<file path="config.mk">
export PLATFORM = sky130hd
export DESIGN_NAME = tri_trace_capture_flat
export DESIGN_NICKNAME = d
export VERILOG_FILES = /design/src/rtl/tri_trace_pkg.sv /design/src/rtl/tri_trace_capture_if.sv /design/src/rtl/tri_trace_ram.sv /design/src/rtl/tri_trace_capture.sv /design/src/flat_wrapper.sv
export SDC_FILE = /design/constraint.sdc
export NUM_CORES = 1
export LEC_CHECK = 0
export CORE_MARGIN = 3
export CORE_UTILIZATION = 65
export CTS_CLUSTER_SIZE = 40
export DETAILED_ROUTE_END_ITERATION = 6
export PLACE_DENSITY = 0.92
export SLEW_MARGIN = 0
export SYNTH_ARGS = -nofsm -noshare
export SYNTH_HDL_FRONTEND = slang
export SYNTH_SLANG_ARGS = --single-unit
</file>
<file path="constraint.sdc">
create_clock -name nclk -period 7.4 [get_ports nclk]
set_input_delay 1.85 -clock nclk [delete_from_list [all_inputs] [get_ports nclk]]
set_output_delay 1.85 -clock nclk [all_outputs]
set_load 0.02 [all_outputs]
</file>
<file path="src/rtl/tri_trace_pkg.sv">
// Shared definitions for the trace capture block: FSM state encoding and
// timestamp width (used only when TRI_TRACE_TSTAMP_EN is defined).
package tri_trace_pkg;

    typedef enum logic [1:0] {
        TRC_IDLE  = 2'b00,
        TRC_ARMED = 2'b01,
        TRC_POST  = 2'b10,
        TRC_DONE  = 2'b11
    } trc_state_t;

    localparam int TSTAMP_W = 16;

endpackage

</file>
<file path="src/rtl/tri_trace_capture_if.sv">
// Readout port of the trace capture buffer (valid/ready, oldest entry first).
// With TRI_TRACE_TSTAMP_EN defined, the port also carries rd_tstamp.
interface tri_trace_capture_if #(
    parameter int DBG_WIDTH = 32
);
`ifdef TRI_TRACE_TSTAMP_EN
    import tri_trace_pkg::*;
`endif

    logic                 rd_valid;
    logic                 rd_ready;
    logic [DBG_WIDTH-1:0] rd_data;
    logic                 rd_last;
`ifdef TRI_TRACE_TSTAMP_EN
    logic [0:TSTAMP_W-1]  rd_tstamp;
`endif

    // capture block drives data out
    modport master (
        output rd_valid,
        output rd_data,
        output rd_last,
`ifdef TRI_TRACE_TSTAMP_EN
        output rd_tstamp,
`endif
        input  rd_ready
    );

    // readout consumer
    modport slave (
        input  rd_valid,
        input  rd_data,
        input  rd_last,
`ifdef TRI_TRACE_TSTAMP_EN
        input  rd_tstamp,
`endif
        output rd_ready
    );

endinterface

</file>
<file path="src/rtl/tri_trace_ram.sv">
// Flop-array capture buffer: one synchronous write port, one asynchronous
// read port. Data is not reset; entries are only read after being written.
module tri_trace_ram #(
    parameter int WIDTH  = 32,
    parameter int ADDR_W = 5
) (
    input  logic              nclk,
    input  logic              we,
    input  logic [ADDR_W-1:0] waddr,
    input  logic [WIDTH-1:0]  wdata,
    input  logic [ADDR_W-1:0] raddr,
    output logic [WIDTH-1:0]  rdata
);

    logic [WIDTH-1:0] mem [0:(1<<ADDR_W)-1];

    // write one entry per enabled cycle
    always_ff @(posedge nclk) begin
        if (we) mem[waddr] <= wdata;
    end

    assign rdata = mem[raddr];

endmodule

</file>
<file path="src/rtl/tri_trace_capture.sv">
// Trace capture: samples the debug trace bus into a circular buffer while
// armed, stops a programmable number of valid samples after a masked pattern
// trigger, then drains the frozen buffer oldest-first over a valid/ready port.
// Optional feature macro: TRI_TRACE_TSTAMP_EN (16-bit timestamp per entry).
module tri_trace_capture import tri_trace_pkg::*; #(
    parameter int DBG_WIDTH  = 32,
    parameter int DEPTH_LOG2 = 5,
    parameter int POST_W     = 8
) (
    input  logic                  nclk,
    input  logic                  rst_n,
    input  logic [DBG_WIDTH-1:0]  trace_data_in,
    input  logic [3:0]            coretrace_ctrls_in,
    input  logic                  cfg_arm,
    input  logic                  cfg_clear,
    input  logic [DBG_WIDTH-1:0]  cfg_trig_mask,
    input  logic [DBG_WIDTH-1:0]  cfg_trig_pattern,
    input  logic [POST_W-1:0]     cfg_post_count,
    tri_trace_capture_if.master   rd,
    output logic [1:0]            sts_state,
    output logic                  sts_trig_fired,
    output logic [DEPTH_LOG2:0]   sts_entries
);

`ifdef TRI_TRACE_TSTAMP_EN
    localparam int ENT_W = DBG_WIDTH + TSTAMP_W;
`else
    localparam int ENT_W = DBG_WIDTH;
`endif

    // entry count of a completely filled buffer
    localparam logic [DEPTH_LOG2:0] FULL_CNT = {1'b1, {DEPTH_LOG2{1'b0}}};

    trc_state_t              state;
    logic [DEPTH_LOG2-1:0]   wr_ptr;
    logic [DEPTH_LOG2-1:0]   rd_ptr;
    logic                    wrapped;
    logic [DEPTH_LOG2:0]     rd_remaining;
    logic [DEPTH_LOG2:0]     done_entries;
    logic [POST_W-1:0]       post_cnt;
    logic                    trig_fired;

    logic                    sample;
    logic                    match;
    logic                    wr_en;
    logic                    enter_done;
    logic                    rd_valid_i;
    logic                    pop;
    logic [DEPTH_LOG2-1:0]   wr_ptr_nxt;
    logic                    wrapped_nxt;
    logic [ENT_W-1:0]        ram_wdata;
    logic [ENT_W-1:0]        ram_rdata;

    // control bits 3:1 carry nothing this block needs
    logic unused_ctrls;
    assign unused_ctrls = ^coretrace_ctrls_in[3:1];

    // trigger match, write enable and DONE-entry detection
    always_comb begin
        sample      = coretrace_ctrls_in[0];
        match       = sample &&
                      (((trace_data_in ^ cfg_trig_pattern) & cfg_trig_mask) == '0);
        wr_en       = sample && !cfg_clear &&
                      ((state == TRC_ARMED) || (state == TRC_POST));
        wr_ptr_nxt  = wr_ptr + DEPTH_LOG2'(1);
        wrapped_nxt = wrapped || (wr_ptr == '1);
        enter_done  = wr_en &&
                      (((state == TRC_ARMED) && match && (cfg_post_count == '0)) ||
                       ((state == TRC_POST) && (post_cnt == POST_W'(1))));
        rd_valid_i  = (state == TRC_DONE) && (rd_remaining != '0);
        pop         = rd_valid_i && rd.rd_ready;
    end

    // capture FSM, pointers and readout bookkeeping
    always_ff @(posedge nclk or negedge rst_n) begin
        if (!rst_n) begin
            state        <= TRC_IDLE;
            wr_ptr       <= '0;
            rd_ptr       <= '0;
            wrapped      <= 1'b0;
            rd_remaining <= '0;
            done_entries <= '0;
            post_cnt     <= '0;
            trig_fired   <= 1'b0;
        end else if (cfg_clear) begin
            // clear wins over everything, including a same-cycle arm
            state        <= TRC_IDLE;
            wr_ptr       <= '0;
            rd_ptr       <= '0;
            wrapped      <= 1'b0;
            rd_remaining <= '0;
            done_entries <= '0;
            post_cnt     <= '0;
            trig_fired   <= 1'b0;
        end else begin
            case (state)
                TRC_IDLE, TRC_DONE: begin
                    if (cfg_arm) begin
                        // re-arm drops any unfinished readout
                        state        <= TRC_ARMED;
                        wr_ptr       <= '0;
                        wrapped      <= 1'b0;
                        trig_fired   <= 1'b0;
                        rd_ptr       <= '0;
                        rd_remaining <= '0;
                        done_entries <= '0;
                    end else if (pop) begin
                        rd_ptr       <= rd_ptr + DEPTH_LOG2'(1);
                        rd_remaining <= rd_remaining - 1'b1;
                    end
                end
                default: begin
                    // ARMED / POST: capture only on valid sample cycles
                    if (wr_en) begin
                        wr_ptr  <= wr_ptr_nxt;
                        wrapped <= wrapped_nxt;
                        if (state == TRC_ARMED) begin
                            if (match) begin
                                trig_fired <= 1'b1;
                                post_cnt   <= cfg_post_count;
                                state      <= (cfg_post_count == '0) ? TRC_DONE : TRC_POST;
                            end
                        end else begin
                            post_cnt <= post_cnt - 1'b1;
                            if (post_cnt == POST_W'(1)) state <= TRC_DONE;
                        end
                        if (enter_done) begin
                            // freeze the buffer: oldest entry sits at wr_ptr once wrapped
                            rd_ptr       <= wrapped_nxt ? wr_ptr_nxt : '0;
                            rd_remaining <= wrapped_nxt ? FULL_CNT : {1'b0, wr_ptr_nxt};
                            done_entries <= wrapped_nxt ? FULL_CNT : {1'b0, wr_ptr_nxt};
                        end
                    end
                end
            endcase
        end
    end

`ifdef TRI_TRACE_TSTAMP_EN
    logic [TSTAMP_W-1:0] tstamp;

    // free-running timestamp, restarted at each arm
    always_ff @(posedge nclk or negedge rst_n) begin
        if (!rst_n)       tstamp <= '0;
        else if (cfg_arm) tstamp <= '0;
        else              tstamp <= tstamp + 1'b1;
    end

    assign ram_wdata    = {tstamp, trace_data_in};
    assign rd.rd_tstamp = rd_valid_i ? ram_rdata[ENT_W-1:DBG_WIDTH] : '0;
`else
    assign ram_wdata    = trace_data_in;
`endif

    tri_trace_ram #(
        .WIDTH  (ENT_W),
        .ADDR_W (DEPTH_LOG2)
    ) u_ram (
        .nclk   (nclk),
        .we     (wr_en),
        .waddr  (wr_ptr),
        .wdata  (ram_wdata),
        .raddr  (rd_ptr),
        .rdata  (ram_rdata)
    );

    // data is gated so outputs read as zero whenever nothing is offered
    assign rd.rd_valid  = rd_valid_i;
    assign rd.rd_data   = rd_valid_i ? ram_rdata[DBG_WIDTH-1:0] : '0;
    assign rd.rd_last   = rd_valid_i && (rd_remaining == (DEPTH_LOG2+1)'(1));

    assign sts_state      = state;
    assign sts_trig_fired = trig_fired;
    assign sts_entries    = (state == TRC_DONE) ? done_entries
                          : (wrapped ? FULL_CNT : {1'b0, wr_ptr});

endmodule

</file>
<file path="src/flat_wrapper.sv">
// flat-port wrapper written by rule: the top's interface ports become plain ports
module tri_trace_capture_flat import tri_trace_pkg::*;
#(
    parameter int DBG_WIDTH  = 32,
    parameter int DEPTH_LOG2 = 5,
    parameter int POST_W     = 8
)
  (nclk, rst_n, trace_data_in, coretrace_ctrls_in, cfg_arm, cfg_clear, cfg_trig_mask, cfg_trig_pattern, cfg_post_count, sts_state, sts_trig_fired, sts_entries, rd_rd_valid, rd_rd_data, rd_rd_last, rd_rd_ready);
  tri_trace_capture_if #(.DBG_WIDTH(DBG_WIDTH)) rd_i ();
  input  logic nclk;
  input  logic rst_n;
  input  logic [DBG_WIDTH-1:0] trace_data_in;
  input  logic [3:0] coretrace_ctrls_in;
  input  logic cfg_arm;
  input  logic cfg_clear;
  input  logic [DBG_WIDTH-1:0] cfg_trig_mask;
  input  logic [DBG_WIDTH-1:0] cfg_trig_pattern;
  input  logic [POST_W-1:0] cfg_post_count;
  output logic [1:0] sts_state;
  output logic sts_trig_fired;
  output logic [DEPTH_LOG2:0] sts_entries;
  output wire logic [$bits(rd_i.rd_valid)-1:0] rd_rd_valid;
  output wire logic [$bits(rd_i.rd_data)-1:0] rd_rd_data;
  output wire logic [$bits(rd_i.rd_last)-1:0] rd_rd_last;
  input wire logic [$bits(rd_i.rd_ready)-1:0] rd_rd_ready;
  assign rd_rd_valid = rd_i.rd_valid;
  assign rd_rd_data = rd_i.rd_data;
  assign rd_rd_last = rd_i.rd_last;
  assign rd_i.rd_ready = rd_rd_ready;
  tri_trace_capture #(.DBG_WIDTH(DBG_WIDTH), .DEPTH_LOG2(DEPTH_LOG2), .POST_W(POST_W)) u_core (.nclk(nclk), .rst_n(rst_n), .trace_data_in(trace_data_in), .coretrace_ctrls_in(coretrace_ctrls_in), .cfg_arm(cfg_arm), .cfg_clear(cfg_clear), .cfg_trig_mask(cfg_trig_mask), .cfg_trig_pattern(cfg_trig_pattern), .cfg_post_count(cfg_post_count), .rd(rd_i), .sts_state(sts_state), .sts_trig_fired(sts_trig_fired), .sts_entries(sts_entries));
endmodule
</file>
* After elaboration in Yosys (flattened, before gate mapping) *
Memories as Yosys holds them, arrays and structs flattened.
Cells that the tools add are included.

storage, ports and cells
  register bits = 34
  latch bits = 0
  memory bits (writable) = 1024
  memory bits (read-only) = 0
  output and inout port bits = 43
  logic and storage cells = 105
  memories = 1

memory list
  name              depth  bits a word  read ports  clocked after Yosys merged registers in  wr ports  line                 text
  u_core.u_ram.mem  32     32           1           0                                        1         tri_trace_ram.sv:15  logic [WIDTH-1:0] mem [0:(1<<ADDR_W)-1];

operators by class
  $add $sub $neg = 4
  multipliers = 0
  divide/modulo/power cells = 0
  $lt $le $gt $ge = 0
  eq/ne operators = 11
  shift operators = 0
  mux-type cells = 48
  bitwise operators = 2
  reduce and logical (&&, ||, !) cells = 31

operator list
  operator               number
  $mux W6                12
  $mux W5                11
  $mux W8                5
  $and A32 B32 Y32       1
  $logic_not A32 Y1      1
  $mux W32               1
  $xor A32 B32 Y32       1
  $mux W2                7
  $mux W1                12
  $reduce_bool A3 Y1     4
  $add A5 B1 Y5 const B  2
  $logic_and A1 B1 Y1    10
  $reduce_and A3 Y1      3
  $eq A8 B1 Y1 const B   1
  $logic_not A8 Y1       1
  $ne A4 B3 Y1 const B   2
  $reduce_and A4 Y1      2
  $sub A8 B1 Y8 const B  1
  $eq A6 B1 Y1 const B   1
  $reduce_bool A6 Y1     1
  $sub A6 B1 Y6 const B  1
  $eq A5 B5 Y1 const B   1
  $eq A2 B2 Y1 const B   2
  $reduce_bool A4 Y1     1
  10 further kinds       12

* Logic depth before layout (Yosys ltp) *
Gate-level depths: netlist of run 1.

  depth in word-level cells = 12
  depth in mapped cells = 11
  depth with buffers taken out = 9

* By module *
A second synthesis of run 1 with hierarchy kept.

second synthesis, totals
  cell total of the unflattened synthesis = 2604
  area, all modules = 43008.7 µm²

modules (own cells, without submodules)
  module             times used  cells each  area each (µm²)  sequential area each (µm²)
  tri_trace_ram      1           2228        39852.0          30749.5
  tri_trace_capture  1           376         3156.8           850.8

* Worst setup path before layout of run 1 *
OpenSTA, ideal clock, no wires.

  path kind = in2reg
  start point = in cfg_clear
  end point = mem u_core.u_ram.mem[31][0] (enable)
  setup time = 0.421 ns
  arrival = 4.588 ns
  path slack = 2.390 ns
  stages = 8
  buffers on the path = 2
  cells stage by stage = clkbuf_1 > inv_1 > nand2b_1 > clkbuf_1 > o21ai_1 > nor2_1 > nand2_1 > nor2_1

on the way
  longest elaborated chain between the ends = 5

ends and longest elaborated chain
  element                            line                     text
  start: declaration                 flat_wrapper.sv:15       input logic cfg_clear;
  $logic_not A1 Y1                   tri_trace_capture.sv:63  wr_en = sample && !cfg_clear &&
  $logic_and A1 B1 Y1 (2 in series)  tri_trace_capture.sv:63
  $mux W1                            tri_trace_ram.sv:19      if (we) mem[waddr] <= wdata;
  $mux W1 (not written as such)      tri_trace_ram.sv:19
  end: declaration                   tri_trace_ram.sv:15

No other way between the ends.

* Worst setup path after layout of run 1 *
  start point = reg u_core.rd_ptr[1]
  end point = out rd_rd_data[25]

on the way
  longest elaborated chain between the ends = 2

ends and longest elaborated chain
  element                   line                      text
  start: declaration        tri_trace_capture.sv:36   logic [DEPTH_LOG2-1:0] rd_ptr;
  start signal: assignment  tri_trace_capture.sv:108  rd_ptr <= rd_ptr + DEPTH_LOG2'(1);
  start signal: assignment  tri_trace_capture.sv:129  rd_ptr <= wrapped_nxt ? wr_ptr_nxt : '0;
  $mem_v2 Z32 W32           n/a
  $mux W32                  tri_trace_capture.sv:169  assign rd.rd_data = rd_valid_i ? ram_rdata[DBG_WIDTH-1:0] : '0;
  end: declaration          flat_wrapper.sv:23        output wire logic [$bits(rd_i.rd_data)-1:0] rd_rd_data;

No other way between the ends.

==> results of run 1 <==
-- cells by family after synthesis --
group	Yosys count	share of synthesized area (%)
AOI/OAI and AO/OA	192	3.076
xor gates and xnor gates	36	0.7504
adders and majority gates	14	0.4169
buffers and inverters	126	1.194
DFF	1058	75.20
muxes	337	16.67
and+or+nand+nor	231	2.686
-- worst max-delay path by stage --
stage	from	endpoint	slack, ns	cells after the start
detailed placement	cfg_clear	u_core.u_ram.mem[11][31]	1.13	8
finish	u_core.rd_ptr[1]	rd_rd_data[25]	1.0	8
global placement	cfg_clear	u_core.u_ram.mem[11][3]	1.33	8
global route	u_core.rd_ptr[1]	rd_rd_data[25]	0.94	8
CTS	u_core.rd_ptr[0]	rd_rd_data[21]	1.11	6
floorplan	cfg_clear	u_core.u_ram.mem[31][0]	2.39	8
-- placed cells by master (no fill, tap or decap), types with 6 or more instances in the layout --
cell	instances
nand2b_1	6
clkbuf_16	101
buf_4	61
o211ai_1	17
xor2_1	34
mux2_2	8
nand3_1	12
a31oi_1	9
nor2b_1	33
clkdlybuf4s50_1	152
dfrtp_1	29
bufinv_16	7
o21ai_0	17
clkbuf_1	28
or3_1	6
buf_12	15
a211oi_1	64
nor2_4	32
nor3_1	12
clkinv_2	14
a21oi_1	44
ha_1	14
nand2_1	33
edfxtp_1	1024
nor2_1	62
inv_1	13
mux4_2	288
clkinv_1	18
nand4_1	10
mux2i_1	37
a22oi_1	22
-- metal layers --
metal  wire length, um  up-vias  global-route usage [%]
met1             39060    12000                   49.04
li1                  -     8802                       -
met2             61090     2723                   60.55
met5                49        -                       0
met4              8510        8                   21.48
met3             16910      597                   10.59
-- per-stage QoR --
step / instance area, um2 / cells / worst slack (ns) / hold WS, ns
floorplan: 42020 / 1994 / 2.390 / 0.4737
global placement: 45160 / 2955 / 1.325 / 0.4864
detailed placement: 45160 / 2955 / 1.126 / 0.4962
CTS: 48300 / 3135 / 1.113 / 0.5095
global route: 48300 / 3135 / 0.9375 / 0.5240
finish: 48310 / 3139 / 0.9984 / 0.5073
-- flip-flops by register name (all words and copies together), names as in the netlist --
signal                 flops
u_core.rd_remaining        6
u_core.sts_state           2
u_core.wrapped             1
u_core.wr_ptr              5
u_core.post_cnt            8
u_core.done_entries        6
u_core.u_ram.mem        1024
u_core.sts_trig_fired      1
u_core.rd_ptr              5
-- power breakdown --
part,switching (mW),internal (mW)
sequential,0.138,6.66
clock,2.30,2.77
combinational,1.28,1.12
-- critical path: stages (launching register included) --
cell and delay [ns]:
dfrtp_4 1.13, buf_4 0.41, mux4_2 0.23, nor2b_1 0.13
a211oi_1 0.09, a211oi_1 0.85, a21oi_1 0.18, nor2_1 0.17
clkdlybuf4s50_1 0.62
-- cell type report --
type,instances,area [um2]
Antenna cell,4,10.01
Clock buffer,129,2633
Clock inverter,51,501.7
Fill cell,2984,15230
Tap cell,846,1059
Inverter,13,48.80
Sequential cell,1058,31620
Multi-Input combinational cell,810,10160
Timing Repair Buffer,228,2280
==> reports/qor.txt, run 1 <==
status: complete, no violations
fmax: 156.2 MHz
initial antenna violation count: 7
Reg2Reg Setup Slack: 2.56 ns
min Tclk post-route: 6.402 ns
WHS Endpoint: u_core.done_entries[0]
clock tree buffer depth: 3
max-cap violations: 0
hold crit path type: reg2reg
total negative slack: 0 ns
clk_skew: 0.02993 ns
Worst EP required: 5.55 ns
WHS Path Cells: 1
Sinks on Clock Net: 1058
PortBufs: 152
vias per std cell: 7.687
first-pass GRT wire length: 179.8 mm
Post-synth top flop: edfxtp_1
core area: 63540 um2
grt ovf: 0
DRT Wirelength: 125.6 mm
Die H: 260.3 um
overall global routing resource usage: 38.33%
hold buffer count at CTS: 0
Pre-antenna DRT Iters: 7
CTS H-tree depth: 3
P_leak: 14.77 nW
Yosys reg bits: 1058
FF-to-FF End: u_core.u_ram.mem[11][31]
DIE WIDTH: 260.3 um
Die Area: 67730 um2
Synth Area per Inst: 21.07 um2
initial DRC count: 4268
later-pin clock latency in the skew report: 0.68 ns
Critical Path AT: 4.55 ns
period utilization: 86.51%
R2R Path Start: u_core.sts_state[0]
VDD IR max: 0.2229 mV
CTS root buf: clkbuf_16
TritonCTS buffer count: 100
Layout area overhead: 14.96%
Routed Antenna Nets: 0
post-CTS setup repair buffer count: 0
Layout Nets: 2338
Worst Setup End Kind: primary output
Initial Utilization: 66.13%
GPL Wtd Cong: 0.9146
Max-slew headroom: 10.17%
CTS tree: done
count of distinct cell types in the synthesized netlist: 51
sequential share of the synthesized area: 75.20%
Least-Margin Pin Slew: 1.343 ns
WL/cell: 40.02 um
Syn Std Cell Area: 42020 um2
DP HPWL: 66.89 mm
Worst Setup Start Kind: register
post-cts sizing count: 0
Reg2Reg Depth: 9
critical path peak fanout: 59
Post-synth EDFFs: 1024
top post-synthesis cells by area: edfxtp_1, mux4_2, dfrtp_1
Slew Limit Fails: 0
Mapped Nets: 2121
share of cells above drive strength 1: 24.12%
DRC: 0
largest net degree at the start of global routing: 74
most instantiated cells after synthesis: edfxtp_1, mux4_2, nor2_1, clkbuf_1, a211oi_1
clk slew on worst S/H paths: 0.06 ns
most frequent cell after synthesis: edfxtp_1
Pwr Density: 295.5 nW/um2
utilization after layout: 76.02%
Mapped Cells: 1994
post-synthesis async set-or-reset flop share: 3.214%
total power: 14.28 mW
via count: 24130
Synth top area share: 73.18%
final setup fails: 0
FP Rows: 92
vias in the first global route: 24380
HP Start: u_core.done_entries[0]
YS warnings: 0
Setup CP Type: reg2out
RSZ-0062 raised after global routing: no
number of I/O pins: 156
leading area contributor after synthesis: edfxtp_1
Final Hold Fails: 0
(Power assumes the default switching activity.)
==> run 2: changes to the inputs <==
--- a/config.mk
+++ b/config.mk
@@ -5,8 +5,10 @@
 export SDC_FILE = /design/constraint.sdc
 export NUM_CORES = 1
 export LEC_CHECK = 0
+export CELL_PAD_IN_SITES_DETAIL_PLACEMENT = 1
+export CELL_PAD_IN_SITES_GLOBAL_PLACEMENT = 2
 export CORE_MARGIN = 3
-export CORE_UTILIZATION = 65
+export CORE_UTILIZATION = 52
 export CTS_CLUSTER_SIZE = 40
 export DETAILED_ROUTE_END_ITERATION = 6
 export PLACE_DENSITY = 0.92
==> run 2 against run 1 <==
  * Worst hold slack better by 0.012 ns
  * Final cell count grew 6.6%
  * Sequential power hardly changed
  * Global-route usage shrank 9.1 points
  * Largest cell class unchanged
  * Highest routed layer unchanged
==> reports/qor.txt, run 2 (synthesis gave the netlist of run 1 again) <==
Layout Nets: 2334 (was 2338)
DIE WIDTH: 290.3 um (was 260.3 um)
FP Rows: 103 (was 92)
status: complete, no violations (unchanged)
HP Start: u_core.done_entries[3] (was u_core.done_entries[0])
commonest non-fill, non-tap cell in the layout: edfxtp_1 (unchanged)
Worst Setup End Kind: primary output (unchanged)
total negative slack: 0 ns (unchanged)
most frequent cells in the layout: edfxtp_1, mux4_2, clkdlybuf4s50_1, clkbuf_16, a211oi_1 (unchanged)
PortBufs: 152 (unchanged)
Least-Margin Pin Slew: 1.258 ns (was 1.343 ns)
Worst Setup SP: u_core.rd_ptr[0] (was u_core.rd_ptr[1])
post-CTS setup repair buffer count: 0 (unchanged)
Critical Path AT: 4.62 ns (was 4.55 ns)
Sinks on Clock Net: 1058 (unchanged)
fmax: 154.5 MHz (was 156.2 MHz)
Die Area: 84250 um2 (was 67730 um2)
vias per std cell: 6.732 (was 7.687)
DRC: 0 (unchanged)
critical path peak fanout: 30 (was 59)
Placed Instance Area: 45540 um2 (was 45160 um2)
CTS tree: done (unchanged)
final setup fails: 0 (unchanged)
Max-slew headroom: 15.89% (was 10.17%)
TritonCTS buffer count: 104 (was 100)
Routed Antenna Nets: 0 (unchanged)
Layout area overhead: 16.53% (was 14.96%)
Slew Limit Fails: 0 (unchanged)
WL/cell: 36.51 um (was 40.02 um)
DRT Wirelength: 122.1 mm (was 125.6 mm)
Worst Setup Start Kind: register (unchanged)
VDD IR max: 0.1850 mV (was 0.2229 mV)
first-pass GRT wire length: 176.2 mm (was 179.8 mm)
max-cap violations: 0 (unchanged)
initial antenna violation count: 3 (was 7)
Largest regs: u_core.u_ram.mem x1024, u_core.post_cnt x8 (unchanged)
later-pin clock latency in the skew report: 0.67 ns (was 0.68 ns)
# diodes: 0 (was 4)
grt ovf: 0 (unchanged)
number of I/O pins: 156 (unchanged)
core area: 79520 um2 (was 63540 um2)
P_leak: 14.91 nW (was 14.77 nW)
Pre-antenna DRT Iters: 6 (was 7)
Top reg by flops: u_core.u_ram.mem (unchanged)
GPL Wtd Cong: 0.8663 (was 0.9146)
hold crit path type: reg2reg (unchanged)
fin area: 48970 um2 (was 48310 um2)
vias in the first global route: 23850 (was 24380)
RSZ-0062 raised after global routing: no (unchanged)
overall global routing resource usage: 29.25% (was 38.33%)
clk_skew: 0.01462 ns (was 0.02993 ns)
Worst EP required: 5.55 ns (about the same)
Reg2Reg Setup Slack: 2.80 ns (was 2.56 ns)
Initial Utilization: 52.85% (was 66.13%)
Largest register FFs: 1024 (unchanged)
CTS root buf: clkbuf_16 (unchanged)
clock tree buffer depth: 3 (unchanged)
initial DRC count: 3053 (was 4268)
Pwr Density: 295.8 nW/um2 (was 295.5 nW/um2)
via count: 22520 (was 24130)
period utilization: 87.46% (was 86.51%)
largest net degree at the start of global routing: 102 (was 74)
Die H: 290.3 um (was 260.3 um)
post-cts sizing count: 0 (unchanged)
min Tclk post-route: 6.472 ns (was 6.402 ns)
DP HPWL: 67.25 mm (was 66.89 mm)
Final Hold Fails: 0 (unchanged)
R2R Path Start: u_core.sts_state[0] (unchanged)
CTS H-tree depth: 3 (unchanged)
clk slew on worst S/H paths: 0.07 ns (was 0.06 ns)
Setup CP Type: reg2out (unchanged)
hold buffer count at CTS: 0 (unchanged)
share of cells above drive strength 1: 24.58% (was 24.12%)
==> run 2: changes by cell type in the layout (fill, tap and decap cells not counted), sizes merged <==
cell and delta:
buf -8, bufinv +5, clkbuf +1, clkinv +7, clkinvlp +3, diode -4
inv -2
==> run 2: cell type report <==
type,instances,area (um2)
Clock inverter,64,668.1
Tap cell,1050,1314
Fill cell,6480,30550
Inverter,13,48.80
Timing Repair Buffer,220,2395
Clock buffer,130,2763
Sequential cell,1058,31620
Multi-Input combinational cell,810,10160
==> run 2: routing by layer <==
layer	vias to the layer above	track usage, %	part of all wire (%)
met5	-	0	0.011
met4	2	13.25	5.0
met3	331	6.687	10
met2	1547	48.19	50
met1	11840	37.51	35
li1	8801	-	-
==> run 2: report_power, final <==
group,switching [mW],internal [mW],total (mW)
combinational,1.19,1.11,2.30
clock,2.31,3.07,5.38
sequential,0.145,6.66,6.81
total,3.64,10.8,14.5
==> run 2: per-stage QoR <==
stage	total power, mW	worst slack [ns]	hold WS, ns	utilization [%]	instances
after global routing	14.95	0.6373	0.5306	61.58	3345
after floorplan	8.467	2.390	0.4737	-	1994
final	14.48	0.9283	0.5194	61.58	3345
after CTS	14.54	0.8856	0.5171	61.58	3345
after detailed placement	9.183	1.421	0.5032	57.27	3151
after global placement	9.066	1.492	0.4925	57.27	3151
==> run 2: path summary, 6_finish.rpt <==
| kind | cells after the start | to |
|---|---|---|
| max in group asynchronous | 2 | u_core.rd_ptr[1] |
| hold reg to reg | 1 | u_core.done_entries[3] |
| setup / recovery | 8 | rd_rd_data[18] |
| hold / removal | 1 | u_core.done_entries[3] |
| setup reg to reg | 9 | u_core.u_ram.mem[7][28] |
| min in group asynchronous | 2 | u_core.rd_remaining[5] |
==> run 2: critical path, cell delays in order (launching register included) <==
cell             delay (ns)
dfrtp_4                0.92
buf_4                  0.48
mux4_2                 0.56
nor2b_1                0.15
a211oi_1               0.33
a211oi_1               0.11
a21oi_1                0.69
nor2_1                 0.08
clkdlybuf4s50_1        0.57
